## src/rtl/kv_seg_add.sv

```systemverilog
// kv_seg_add: carry-pipelined add/subtract split into SEGS segments, valid/ready handshake.
// Optional carry-out port is enabled by defining KV_SEG_ADD_COUT_EN.
module kv_seg_add #(
  parameter int unsigned EW   = 32,
  parameter int unsigned SEGS = 4
) (
  input  logic          clk,
  input  logic          reset,
  input  logic          in_valid,
  output logic          in_ready,
  input  logic [EW-1:0] a,
  input  logic [EW-1:0] b,
  input  logic          sub,
  output logic          out_valid,
  input  logic          out_ready,
  output logic [EW-1:0] s
`ifdef KV_SEG_ADD_COUT_EN
  ,
  output logic          cout
`endif
);

  localparam int unsigned SW = EW / SEGS;

  logic          stall;
  logic          adv;
  logic [EW-1:0] b_eff;

  if (SEGS < 1 || SEGS > EW || (EW % SEGS) != 0) begin : g_bad_cfg
    $error("kv_seg_add: SEGS must lie in 1..EW and divide EW");
  end

  // The whole pipeline freezes while the output register holds an unaccepted result.
  assign stall    = out_valid & ~out_ready;
  assign adv      = ~stall;
  assign in_ready = ~stall;
  assign b_eff    = sub ? ~b : b;

  for (genvar k = 0; k < SEGS; k++) begin : g_stg
    localparam int unsigned REM_W = EW - k * SW;     // operand bits not yet summed
    localparam int unsigned SUM_W = (k + 1) * SW;    // sum bits completed after this stage

    logic [REM_W-1:0] a_rem;
    logic [REM_W-1:0] b_rem;
    logic             v_in;
    logic             c_in;
    logic             c_d;
    logic [SW-1:0]    seg_d;
    logic [SUM_W-1:0] sum_d;
    logic             v_q;
    logic [SUM_W-1:0] sum_q;

    if (k == 0) begin : g_src
      assign a_rem = a;
      assign b_rem = b_eff;
      assign c_in  = sub;
      assign v_in  = in_valid;
      assign sum_d = seg_d;
    end else begin : g_src
      assign a_rem = g_stg[k-1].g_fwd.a_q;
      assign b_rem = g_stg[k-1].g_fwd.b_q;
      assign c_in  = g_stg[k-1].g_fwd.c_q;
      assign v_in  = g_stg[k-1].v_q;
      assign sum_d = {seg_d, g_stg[k-1].sum_q};
    end

    assign {c_d, seg_d} = {1'b0, a_rem[SW-1:0]} + {1'b0, b_rem[SW-1:0]} + {{SW{1'b0}}, c_in};

    // Valid bit plus de-skewed partial sum; the last stage's sum_q is the s output.
    always_ff @(posedge clk) begin
      if (reset) begin
        v_q   <= 1'b0;
        sum_q <= '0;
      end else if (adv) begin
        v_q   <= v_in;
        sum_q <= sum_d;
      end
    end

    if (k < SEGS - 1) begin : g_fwd
      logic [REM_W-SW-1:0] a_q;
      logic [REM_W-SW-1:0] b_q;
      logic                c_q;

      // Skew upper operand bits and the segment carry toward the next stage.
      always_ff @(posedge clk) begin
        if (adv) begin
          a_q <= a_rem[REM_W-1:SW];
          b_q <= b_rem[REM_W-1:SW];
          c_q <= c_d;
        end
      end
    end else begin : g_last
`ifdef KV_SEG_ADD_COUT_EN
      logic cout_q;

      always_ff @(posedge clk) begin
        if (reset) begin
          cout_q <= 1'b0;
        end else if (adv) begin
          cout_q <= c_d;
        end
      end
`else
      // Final carry has no consumer in this build.
      logic unused_cout;
      assign unused_cout = c_d;
`endif
    end
  end

  assign out_valid = g_stg[SEGS-1].v_q;
  assign s         = g_stg[SEGS-1].sum_q;
`ifdef KV_SEG_ADD_COUT_EN
  assign cout      = g_stg[SEGS-1].g_last.cout_q;
`endif

endmodule

```

## config.mk

```make
export PLATFORM = sky130hd
export DESIGN_NAME = kv_seg_add
export DESIGN_NICKNAME = d
export VERILOG_FILES = /design/src/rtl/kv_seg_add.sv
export SDC_FILE = /design/constraint.sdc
export NUM_CORES = 1
export LEC_CHECK = 0
export ABC_CLOCK_PERIOD_IN_PS = 2300
export BUFFER_PORTS_ARGS = -buffer_cell sky130_fd_sc_hd__buf_2
export CELL_PAD_IN_SITES_DETAIL_PLACEMENT = 0
export CELL_PAD_IN_SITES_GLOBAL_PLACEMENT = 1
export CORE_MARGIN = 2
export CORE_UTILIZATION = 33
export CTS_BUF_LIST = sky130_fd_sc_hd__clkbuf_8
export DETAILED_ROUTE_END_ITERATION = 7
export PLACE_DENSITY = 0.69
export SLEW_MARGIN = 5
export SYNTH_ARGS = -nofsm -noshare
export SYNTH_HDL_FRONTEND = slang
export SYNTH_SLANG_ARGS = --single-unit
```

## constraint.sdc

```tcl
create_clock -name clk -period 2.3 [get_ports clk]
set_input_delay 0 -clock clk [delete_from_list [all_inputs] [get_ports clk]]
set_output_delay 0 -clock clk [all_outputs]
set_load 0.05 [all_outputs]
```

* Word-level counts from Yosys, hierarchy flattened *
Index checks and enable logic that the tools add are counted.

operators by class
  add/sub/neg operators = 8
  equal/unequal tests = 0
  shifts and indexed selects = 0
  bitwise gates (word level) = 4
  multiply operators = 0
  reductions and logical operators = 0
  muxes and demuxes = 1
  divide/modulo/power cells = 0
  magnitude comparators = 0

operators with widths
  cell                                    number
  32-bit 2-to-1 mux                       1
  32-bit inverter                         1
  8-bit by 8-bit adder with 9-bit output  3
  9-bit by 1-bit adder with 9-bit output  3
  8-bit by 1-bit adder with 8-bit output  1
  8-bit adder                             1
  1-bit inverter                          2
  1-bit AND                               1

storage, ports and cells
  bits in registers = 183
  bits in read-only memories = 0
  memory bits (writable) = 0
  word-level logic and storage cells = 30
  input bits = 69
  bits in latches = 0
  memories kept = 0

* Longest topological paths before layout *
Gate-level depths: netlist of run 1.

  depth in word-level cells = 4
  depth in mapped cells = 9
  depth with buffers taken out = 8

* Least setup slack after synthesis of run 1 *
Ideal clock, no wire load.

  path type = register to register
  from = reg g_stg[3].v_q (netlist: out_valid)
  to = reg g_stg[0].g_fwd.a_q[0], enable pin
  cell stages (with the launch flop) = 5
  setup time = 0.425 ns
  path buffers = 2
  data required time = 1.875 ns
  setup slack = -0.572 ns
  period minus slack after synthesis = 2.872 ns
  arrival = 2.447 ns
  cells stage by stage = dfxtp_1 > and2b_1 > inv_2 > buf_2 > buf_2

on the way
  cells in the longest elaborated chain, start to end = 1

ends and longest elaborated chain
  what                    line  RTL
  from (decl)             50    logic v_q;
  from (signal assigned)  75    v_q <= v_in;
  1-bit AND               34    assign stall = out_valid & ~out_ready;
  to (signal assigned)    88    a_q <= a_rem[REM_W-1:SW];
  to (decl)               81    logic [REM_W-SW-1:0] a_q;

Every way passes these cells.
A chain may end at the register's enable or synchronous reset.

* Worst setup path after layout of run 1 *
  from = reg g_stg[0].g_fwd.a_q[0]
  to = reg g_stg[1].g_fwd.c_q, data pin

on the way
  cells in the longest elaborated chain, start to end = 2

ends and longest elaborated chain
  what                                    line  RTL
  8-bit by 8-bit adder with 9-bit output  67    assign {c_d, seg_d} = {1'b0, a_rem[SW-1:0]} + {1'b0, b_rem[SW-1:0]} + {{SW{1'b0}}, c_in};
  9-bit by 1-bit adder with 9-bit output  67
  net g_stg[1].c_d                        47    logic c_d;
  to (signal assigned)                    90    c_q <= c_d;
  to (decl)                               83    logic c_q;

The timed path passes the listed nets, and every way through them passes these cells.

==> results of run 1 <==
registers in the layout (all words and copies together), names as in the netlist:
register	cells
out_valid	1
g_stg.g_fwd.b_q	48
g_stg.v_q	3
s	32
g_stg.sum_q	48
g_stg.g_fwd.a_q	48
g_stg.g_fwd.c_q	3
layout make-up:
cell class / instances / area (um2) / share of cell area (%)
clock buffer: 17 / 234 / 2.53
multi-input combinational: 419 / 2610 / 28.2
inverter: 7 / 31.3 / 0.338
tap: 280 / 350 / 3.78
timing repair buffer: 176 / 1200 / 13.0
clock inverter: 15 / 179 / 1.93
sequential: 183 / 4650 / 50.3
synth_stat cells, drive strengths merged, types with 7 or more instances:
cell	count
inv	7
buf	28
nor4b	7
dfxtp	84
a21oi	74
clkbuf	7
xor2	35
nand2	129
a211oi	12
o21ai	12
fa	7
nor3	8
nor2	24
edfxtp	99
or4	8
a21o	7
ha	27
nand3	18
per-stage QoR:
stage	total power, mW	hold WS, ns	TNS [ns]	setup WS [ns]
after floorplan	4.87	0.0989	0	0.0407
after global placement	5.22	0.177	0	0.0252
after detailed placement	5.24	0.178	-0.00848	-0.00848
after CTS	7.54	0.00547	0	0.00602
after global routing	7.88	0.0295	0	0.0259
final	7.46	0.0277	0	0.135
how the worst max path moves through the flow:
stage,start,to,slack [ns],cells past startpoint
6_report,g_stg[0].g_fwd.a_q[0]$_DFFE_PN_,g_stg[1].g_fwd.c_q$_DFFE_PN_,0.14,6
5_1_grt,g_stg[0].g_fwd.a_q[0]$_DFFE_PN_,g_stg[1].sum_q[14]$_SDFFE_PP0N_,0.03,8
4_1_cts,g_stg[1].g_fwd.a_q[0]$_DFFE_PN_,g_stg[2].g_fwd.c_q$_DFFE_PN_,0.006,6
3_5_place_dp,g_stg[0].g_fwd.a_q[0]$_DFFE_PN_,g_stg[1].g_fwd.c_q$_DFFE_PN_,-0.008,6
3_3_place_gp,g_stg[0].g_fwd.a_q[0]$_DFFE_PN_,g_stg[1].g_fwd.c_q$_DFFE_PN_,0.03,6
2_1_floorplan,g_stg[0].g_fwd.a_q[0]$_DFFE_PN_,g_stg[1].g_fwd.c_q$_DFFE_PN_,0.04,6
cells by family after synthesis:
family          share of synthesized area, %
simple gates                            13.0
flops                                   62.7
xor+xnor                                4.48
buf+inv                                 2.53
mux                                    0.589
compound gates                          10.3
fa+ha+maj                               6.43
repair_timing:
action | in CTS | in global routing
hold buffers | 54 | 0
gates cloned | 0 | 0
setup buffers | 0 | 1
endpoints found under the hold margin | 53 | 0
resized for setup | 1 | 5
endpoints found under the setup margin | 1 | 4
layout by cell type, fill, tap and decap left out, types with 8 or more instances in the layout:
cell,netlist,layout
nand2_1,129,129
buf_2,24,102
edfxtp_1,99,99
dfxtp_1,84,84
a21oi_1,74,72
dlygate4sd3_1,0,54
xor2_1,35,35
ha_1,27,27
nor2_1,24,24
buf_4,0,20
nand3_1,18,18
clkbuf_8,0,17
a211oi_1,11,11
nor3_1,8,8
or4_1,8,8
metal layers:
layer  share of wire (%)  global-route usage (%)  routed length (um)
met4                 1.3                    4.27                 199
met2                  43                    19.3                6440
met3                 4.8                    3.44                 707
met1                  50                    18.0                7490
met5                   0                       0                   0
power by group through the flow:
stage | clock network [mW] | registers [mW] | logic [mW]
global route | 2.44 | 3.99 | 1.44
finish | 2.22 | 3.95 | 1.29
floorplan | 0 | 4.19 | 0.677
global placement | 0 | 4.01 | 1.21
CTS | 2.30 | 3.95 | 1.29
detailed placement | 0 | 4.03 | 1.21
worst register-to-register path: cells and delay by family, from the launching register on:
family | cells | cell delay (ns)
flops | 1 | 0.42
compound gates | 4 | 0.75
fa+ha+maj | 2 | 0.77
==> flow_summary_export.csv, run 1 <==
group,metric,value,unit
placed_design,placed_area,8280,um2
worst_hold_path,holdCritPathClass,"in -> reg",
setup_path,most_frequent_cp_cell,"fa_2",
final_layout,diodes,0,
setup_path,timing.rr.start,"g_stg[0].g_fwd.a_q[0]$_DFFE_PN_",
worst_hold_path,min_path_cells,5,
final_layout,final.fill_count,2076,
die,fp.coreArea,22000,um2
setup_path,setup.reg_to_reg.worst_slack,0.14,ns
synthesis,synthesis.nets,747,
power_and_ir_drop,power.share.sequential,52.9,%
drt,dr_total_vias,5011,
synthesis,most_area_consuming_cells_after_synthesis,"edfxtp_1 40%, dfxtp_1 23%, nand2_1 6.5%",
placed_design,gp_routability_congestion,0.810,
drt,drc,0,
power_and_ir_drop,cellLeakagePower,3.75,nW
timing,final_period_minus_worst_setup_slack,2.16,ns
placed_design,detailed_place_hpwl,9740,um
worst_hold_path,holdPathEnd,"g_stg[0].sum_q[1]$_SDFFE_PP0N_",
power_and_ir_drop,p_sw_share,29.4,%
setup_path,timing_worst_setup_path_type,"reg -> reg",
synthesis,synth.yosys.seq_area_share,62.7,%
die,floorplan.die_area,23700,um2
cts,cts_made_buffers,17,
synthesis,synth.ff_latch_count,183,
cts,clock_tree.htree_level_count,4,
power_and_ir_drop,pd_cells,806,nW/um2
timing,worst_margin_slew,0.620,ns
die,die_x,154,um
die,io_pins,103,
placed_design,post-place-cells,1010,
global_route,grt_first_pass_wirelength,24300,um
drt,postRouteAntennaNets,0,
global_route,overall_fraction_of_global_route_tracks_in_use,12.9,%
synthesis,post-synth-top-area-fraction,40.0,%
final_layout,layout.cell_area.non_filler,9260,um2
setup_path,critPathTopFamily,"adder cells",
setup_path,worst-path-buf-inv,0,
die,cell_row_count,54,
final_layout,ratio_of_cells_with_drive_above_1_in_the_final_layout,20.6,%
setup_path,slowest_stage,"edfxtp_1",
setup_path,max_stage_delay,0.42,ns
cts,cts.sink_count,183,
setup_path,worst_ep_arrival_time,2.40,ns
power_and_ir_drop,p_clk_share,29.7,%
synthesis,synth_top_cell_by_area,"edfxtp_1",
timing,maxSlewHeadroom,58.7,%
drt,wl_per_cell,13.5,um
placed_design,placement.io_buffers,102,
outcome,outcome,"completed",
final_layout,final_std_cells_w_o_fill,1097,
global_route,grt.overflow.total,0,
drt,drt_pre_antenna_iters,6,
timing,timing.final.max_slew_violations,0,
synthesis,synth-edff-count,99,
global_route,grt_antenna_before_repair,0,
timing,hold_viol,0,
power_and_ir_drop,net-switching-power,2.19,mW
synthesis,asyncSetResetFlopFracSynth,0,%
drt,first_iter_violations,337,
synthesis,ys_dominant_reg_cell,"edfxtp_1",
synthesis,post_synthesis_cell_area,7430,um2
timing,rsz0062_at_grt,"false",
setup_path,cp_max_fo,2,
setup_path,worst-r2r-cell-count,6,
setup_path,regToRegEndpoint,"g_stg[1].g_fwd.c_q$_DFFE_PN_",
cts,clock_latency_on_the_worst_skew_pair,0.47,ns
worst_hold_path,holdCritStartpoint,"b[1]",
power_and_ir_drop,peakVddDrop,0.365,mV
synthesis,synth_area_per_cell,11.5,um2
drt,post_drt_via_cell_ratio,4.57,
global_route,first_global_vias,4862,
power_and_ir_drop,power.combinational.fraction,17.3,%
timing,achievable-frequency,0.462,GHz
synthesis,synth_cell_types,45,
final_layout,finalCoreUtilization,42.2,%
cts,tritoncts,"yes",
flow_run,max_cap_violations,0,
cts,max-clock-path-buffers,2,
cts,path_clk_slew,0.10,ns
setup_path,worstSetupStartpointType,"flop",
timing,final_period_util,94.1,%
power_and_ir_drop,power.internal,5.27,mW
global_route,maximum_number_of_pins_on_one_net_before_global_route_repair,51,
die,die_h,154,um
final_layout,syn2layout_area_growth,24.6,%
setup_path,cp-end-kind,"flop",
timing,setup_viol,0,
drt,drt-total-wl,14800,um
synthesis,synth_cells,644,
timing,timing.clock.skew,0.0227,ns
final_layout,finalNetCount,907,
setup_path,path_cells,"fa_2, fa_2, a211o_1, o211ai_1, a21oi_2, a31o_1",
setup_path,cp.required,2.53,ns
cts,cts_root_buf,"clkbuf_8",
synthesis,ys_warn_count,0,
die,initial_core_util,33.8,%
(Power assumes the default switching activity.)
==> inputs of run 2 (changes only) <==
- ABC_CLOCK_PERIOD_IN_PS: 2300 -> unset
- CORE_UTILIZATION: 33 -> 35
- PLACE_DENSITY: 0.69 -> 0.76
==> flow_summary_export.csv, run 2 (synthesis gave the netlist of run 1 again) <==
group,metric,value,unit
cts,cts_root_buf,"clkbuf_8",
final_layout,multi_input_comb_area,2610,um2
global_route,grt.overflow.total,0,
power_and_ir_drop,p_sw_share,27.5,%
timing,worst_margin_slew,0.599,ns
drt,postRouteAntennaNets,0,
cts,path_clk_slew,0.10,ns
setup_path,cp.required,2.51,ns
setup_path,max_stage_delay,0.43,ns
final_layout,finalCoreUtilization,44.1,%
final_layout,diodes,0,
final_layout,finalNetCount,902,
global_route,grt_first_pass_wirelength,23300,um
cts,tritoncts,"yes",
setup_path,slowest_stage,"fa_2",
global_route,grt_antenna_before_repair,0,
power_and_ir_drop,net-switching-power,2.09,mW
setup_path,regToRegEndpoint,"g_stg[2].g_fwd.c_q$_DFFE_PN_",
drt,wl_per_cell,13.3,um
cts,max-clock-path-buffers,2,
power_and_ir_drop,power.combinational.fraction,17.0,%
drt,first_iter_violations,333,
cts,clock_latency_on_the_worst_skew_pair,0.46,ns
placed_design,placement.io_buffers,102,
drt,drc,0,
final_layout,ratio_of_cells_with_drive_above_1_in_the_final_layout,20.1,%
timing,final_period_util,94.9,%
setup_path,timing.rr.start,"g_stg[1].g_fwd.a_q[0]$_DFFE_PN_",
flow_run,max_cap_violations,0,
setup_path,worst_setup_path_startpoint,"g_stg[1].g_fwd.a_q[0]$_DFFE_PN_",
outcome,outcome,"completed",
worst_hold_path,holdCritPathClass,"in -> reg",
final_layout,layout_top_registers,"g_stg.g_fwd.a_q: 48 flops, g_stg.g_fwd.b_q: 48 flops, g_stg.sum_q: 48 flops",
timing,timing.final.max_slew_violations,0,
timing,hold_slack,0.0422,ns
timing,timing.clock.skew,0.0136,ns
power_and_ir_drop,pd_cells,821,nW/um2
cts,cts_made_buffers,17,
final_layout,syn2layout_area_growth,24.4,%
die,cell_row_count,53,
timing,hold_viol,0,
timing,maxSlewHeadroom,60.1,%
timing,setup_viol,0,
final_layout,final.fill_count,2011,
power_and_ir_drop,power.internal,5.50,mW
power_and_ir_drop,p_clk_share,31.1,%
setup_path,worst_setup_path_endpoint,"g_stg[2].g_fwd.c_q$_DFFE_PN_",
power_and_ir_drop,power.share.sequential,51.9,%
setup_path,worst-r2r-cell-count,6,
setup_path,cp-end-kind,"flop",
cts,clock_tree.htree_level_count,4,
final_layout,final_cell_mix,"129 x nand2_1, 101 x buf_2, 99 x edfxtp_1, 84 x dfxtp_1, 72 x a21oi_1",
drt,drt-total-wl,14400,um
timing,rsz0062_at_grt,"false",
setup_path,most_frequent_cp_cell,"fa_2",
setup_path,worstSetupStartpointType,"flop",
global_route,first_global_vias,4819,
die,floorplan.die_area,22400,um2
setup_path,cp_max_fo,3,
placed_design,detailed_place_hpwl,9340,um
timing,achievable-frequency,0.458,GHz
setup_path,timing_worst_setup_path_type,"reg -> reg",
global_route,overall_fraction_of_global_route_tracks_in_use,13.3,%
drt,post_drt_via_cell_ratio,4.61,
power_and_ir_drop,cellLeakagePower,3.75,nW
die,io_pins,103,
setup_path,path_cells,"fa_2, fa_2, a211o_1, o211ai_1, a21oi_2, a31o_1",
drt,dr_total_vias,5006,
die,die_x,150,um
final_layout,layout_commonest_cell,"nand2_1",
die,fp.coreArea,21000,um2
setup_path,setup.reg_to_reg.worst_slack,0.12,ns
drt,drt_pre_antenna_iters,4,
cts,cts.sink_count,183,
final_layout,sequential_cell_area,4650,um2
setup_path,worst_ep_arrival_time,2.39,ns
placed_design,gp_routability_congestion,0.808,
timing,final_period_minus_worst_setup_slack,2.18,ns
die,die_h,150,um
power_and_ir_drop,peakVddDrop,0.405,mV
global_route,maximum_number_of_pins_on_one_net_before_global_route_repair,59,
cts,post_cts_buffers,0,
die,initial_core_util,35.4,%
==> run 2: how the worst min path moves through the flow <==
stage	from	end	cells past startpoint	slack (ns)
6_report	b[1]	g_stg[0].sum_q[1]$_SDFFE_PP0N_	5	0.04
5_1_grt	a[6]	g_stg[0].sum_q[6]$_SDFFE_PP0N_	4	0.04
4_1_cts	a[7]	g_stg[0].g_fwd.c_q$_DFFE_PN_	4	0.002
3_5_place_dp	a[31]	g_stg[0].g_fwd.a_q[23]$_DFFE_PN_	1	0.18
3_3_place_gp	a[17]	g_stg[0].g_fwd.a_q[9]$_DFFE_PN_	1	0.18
2_1_floorplan	a[8]	g_stg[0].g_fwd.a_q[0]$_DFFE_PN_	0	0.1
==> run 2: critical path: cells and delay by family, from the launching register on <==
family,cells,cell delay (ns)
adders and majority gates,2,0.81
AOI/OAI and AO/OA,4,0.72
DFF,1,0.41
==> run 2: repair_timing <==
item	CTS	global route
endpoints found under the hold margin	65	1
gates cloned	0	0
endpoints found under the setup margin	2	5
hold buffers	53	1
resized for setup	1	6
==> run 2: per-layer routing <==
layer | wire [um] | GRT usage, % | share of wire (%)
met4 | 213 | 4.81 | 1.5
met2 | 6640 | 21.2 | 46
met5 | 0 | 0 | 0
met1 | 7020 | 17.5 | 49
met3 | 568 | 3.45 | 3.9
==> run 2: cell type report <==
class                      instances  area share (%)
sequential                       183            50.4
multi-input combinational        419            28.2
timing repair buffer             171            12.7
tap                              275            3.72
clock buffer                      17            2.53
clock inverter                    15            2.21
inverter                           7           0.338
==> run 2: metrics by stage <==
step	cells	instance area (um2)	setup WS (ns)	setup TNS, ns	power [mW]
floorplan	644	7430	0.0407	0	4.87
global placement	1001	8240	0.0261	0	5.21
detailed placement	1001	8240	-0.00575	-0.00575	5.23
CTS	1086	9220	0.00192	0	7.67
global route	1087	9240	0.0197	0	7.99
finish	1087	9240	0.117	0	7.59
==> run 2: power groups by stage <==
stage | Combinational, mW | Clock, mW | Sequential (mW)
6_report | 1.29 | 2.36 | 3.94
3_3_place_gp | 1.20 | 0 | 4.00
3_5_place_dp | 1.22 | 0 | 4.02
4_1_cts | 1.29 | 2.44 | 3.94
5_1_grt | 1.45 | 2.56 | 3.98
2_1_floorplan | 0.677 | 0 | 4.19
==> inputs of run 3 (changes only) <==
- REMOVE_ABC_BUFFERS: unset -> 1
==> flow_summary_export.csv, run 3 (synthesis gave the netlist of run 1 again) <==
group,metric,value,unit
timing,setup_viol,0,
setup_path,cp-end-kind,"flop",
global_route,grt_antenna_before_repair,0,
drt,drt_pre_antenna_iters,4,
setup_path,timing_worst_setup_path_type,"reg -> reg",
cts,path_clk_slew,0.10,ns
drt,drc,0,
placed_design,detailed_place_hpwl,9510,um
drt,postRouteAntennaNets,0,
die,cell_row_count,53,
timing,timing.final.max_slew_violations,0,
cts,clock_tree.htree_level_count,4,
global_route,maximum_number_of_pins_on_one_net_before_global_route_repair,56,
timing,post-route-worst-setup-slack,0.0932,ns
global_route,grt_first_pass_wirelength,23200,um
setup_path,setup.reg_to_reg.worst_slack,0.09,ns
timing,timing.clock.skew,0.0117,ns
setup_path,worst-r2r-cell-count,6,
drt,post_drt_via_cell_ratio,4.63,
timing,worst_margin_slew,0.481,ns
cts,cts_made_buffers,17,
cts,clock_latency_on_the_worst_skew_pair,0.45,ns
power_and_ir_drop,p_clk_share,28.4,%
final_layout,layout_top_registers,"g_stg.g_fwd.a_q: 48 flops, g_stg.g_fwd.b_q: 48 flops, g_stg.sum_q: 48 flops",
power_and_ir_drop,pd_cells,788,nW/um2
global_route,grt.met2_usage,21.4,%
setup_path,worst_ep_arrival_time,2.42,ns
setup_path,worstSetupStartpointType,"flop",
final_layout,sequential_cell_area,4650,um2
cts,tritoncts,"yes",
global_route,first_global_vias,4725,
placed_design,gp_routability_congestion,0.754,
global_route,groute.layer.met1.usage,17.2,%
timing,rsz0062_at_grt,"true",
timing,maxSlewHeadroom,67.9,%
final_layout,layout.cell_area.non_filler,9240,um2
final_layout,finalNetCount,908,
timing,final_period_minus_worst_setup_slack,2.21,ns
final_layout,syn2layout_area_growth,24.4,%
die,fp.coreArea,21000,um2
final_layout,layout_commonest_cell,"nand2_1",
final_layout,multi_input_comb_area,2600,um2
setup_path,worst_setup_path_startpoint,"g_stg[1].g_fwd.c_q$_DFFE_PN_",
final_layout,final.fill_count,2050,
placed_design,placed_area,8290,um2
cts,cts.sink_count,183,
die,io_pins,103,
cts,max-clock-path-buffers,2,
setup_path,cp_max_fo,3,
placed_design,pre_cts_setup_slack,-0.00451,ns
flow_run,max_cap_violations,0,
global_route,overall_fraction_of_global_route_tracks_in_use,13.2,%
power_and_ir_drop,peakVddDrop,0.298,mV
worst_hold_path,holdCritStartpoint,"b[1]",
worst_hold_path,holdPathEnd,"g_stg[0].sum_q[1]$_SDFFE_PP0N_",
drt,wl_per_cell,13.2,um
worst_hold_path,holdCritPathClass,"in -> reg",
setup_path,cp.required,2.51,ns
timing,achievable-frequency,0.453,GHz
global_route,peak_usage_layer_in_the_global_routing_report,"met2",
power_and_ir_drop,net-switching-power,2.05,mW
power_and_ir_drop,power.internal,5.23,mW
die,floorplan.die_area,22400,um2
die,initial_core_util,35.4,%
power_and_ir_drop,p_sw_share,28.2,%
setup_path,timing.rr.start,"g_stg[1].g_fwd.c_q$_DFFE_PN_",
global_route,grt.overflow.total,0,
final_layout,final_cell_mix,"129 x nand2_1, 101 x buf_2, 99 x edfxtp_1, 84 x dfxtp_1, 73 x a21oi_1",
timing,final_period_util,95.9,%
die,die_h,150,um
placed_design,placement.io_buffers,102,
drt,first_iter_violations,267,
timing,hold_viol,0,
worst_hold_path,min_path_cells,5,
power_and_ir_drop,power.share.sequential,54.1,%
power_and_ir_drop,cellLeakagePower,3.75,nW
setup_path,regToRegEndpoint,"g_stg[2].g_fwd.c_q$_DFFE_PN_",
power_and_ir_drop,power.combinational.fraction,17.5,%
drt,dr_total_vias,5059,
drt,drt-total-wl,14400,um
cts,cts_root_buf,"clkbuf_8",
final_layout,ratio_of_cells_with_drive_above_1_in_the_final_layout,20.5,%
final_layout,diodes,0,
outcome,outcome,"completed",
global_route,met3_usage,3.32,%
die,die_x,150,um
## run 3: cell count changes in the layout (fill, tap and decap cells not counted), sizes merged
cell      previous run  this run
buf                117       123
clkinv               1         6
bufinv               4         1
inv                 15        12
clkinvlp             2         3
## run 3: final cells by class
cell class | count | area share (%)
flip-flops and latches | 183 | 50.4
multi-input cells | 419 | 28.2
repair buffers | 177 | 13.2
well taps | 275 | 3.72
clock buffers | 17 | 2.53
clock inverters | 15 | 1.60
inverters | 7 | 0.339
## run 3: power groups by stage
stage,clock network (mW),registers [mW],logic (mW)
3_5_place_dp,0,4.02,1.20
6_report,2.07,3.94,1.28
2_1_floorplan,0,4.20,0.639
3_3_place_gp,0,4.01,1.19
5_1_grt,2.27,3.98,1.43
4_1_cts,2.15,3.94,1.28
## run 3: through the flow
step	power, mW	hold WS [ns]	TNS [ns]	std cells	util, %
detailed placement	5.21	0.178	-0.00451	1006	39.6
CTS	7.37	0.00263	0	1092	44.0
global route	7.68	0.0453	-0.0220	1093	44.1
floorplan	4.83	0.0691	-453.40	609	-
finish	7.28	0.0290	0	1093	44.1
global placement	5.19	0.178	0	1006	39.6
## run 3: critical path: stages, from the launching register on
cell,delay (ns)
edfxtp_1,0.42
fa_2,0.45
fa_2,0.37
a211o_1,0.26
o211ai_1,0.11
a21oi_1,0.12
a31o_1,0.24
## run 3: worst max-delay path by stage
stage                     depth (start not counted)                              end  slack (ns)
after floorplan                                   5   g_stg[0].sum_q[5]$_SDFFE_PP0N_       -2.96
after detailed placement                          6     g_stg[1].g_fwd.c_q$_DFFE_PN_      -0.005
after global routing                              8  g_stg[1].sum_q[14]$_SDFFE_PP0N_       -0.02
after global placement                            6     g_stg[1].g_fwd.c_q$_DFFE_PN_        0.03
final                                             6     g_stg[2].g_fwd.c_q$_DFFE_PN_        0.09
after CTS                                         6     g_stg[1].g_fwd.c_q$_DFFE_PN_        0.05
## run 3: timing repair
action,in CTS,in global routing
setup buffers,0,1
hold buffers,54,0
setup endpoints to repair,3,4
gates resized for setup,3,2
pin swaps,0,2
hold endpoints to repair,73,0
## run 3: layer usage
metal,wire [um],part of all wire [%]
met1,6800,47
met2,6810,47
met3,525,3.6
met4,267,1.9
met5,0,0
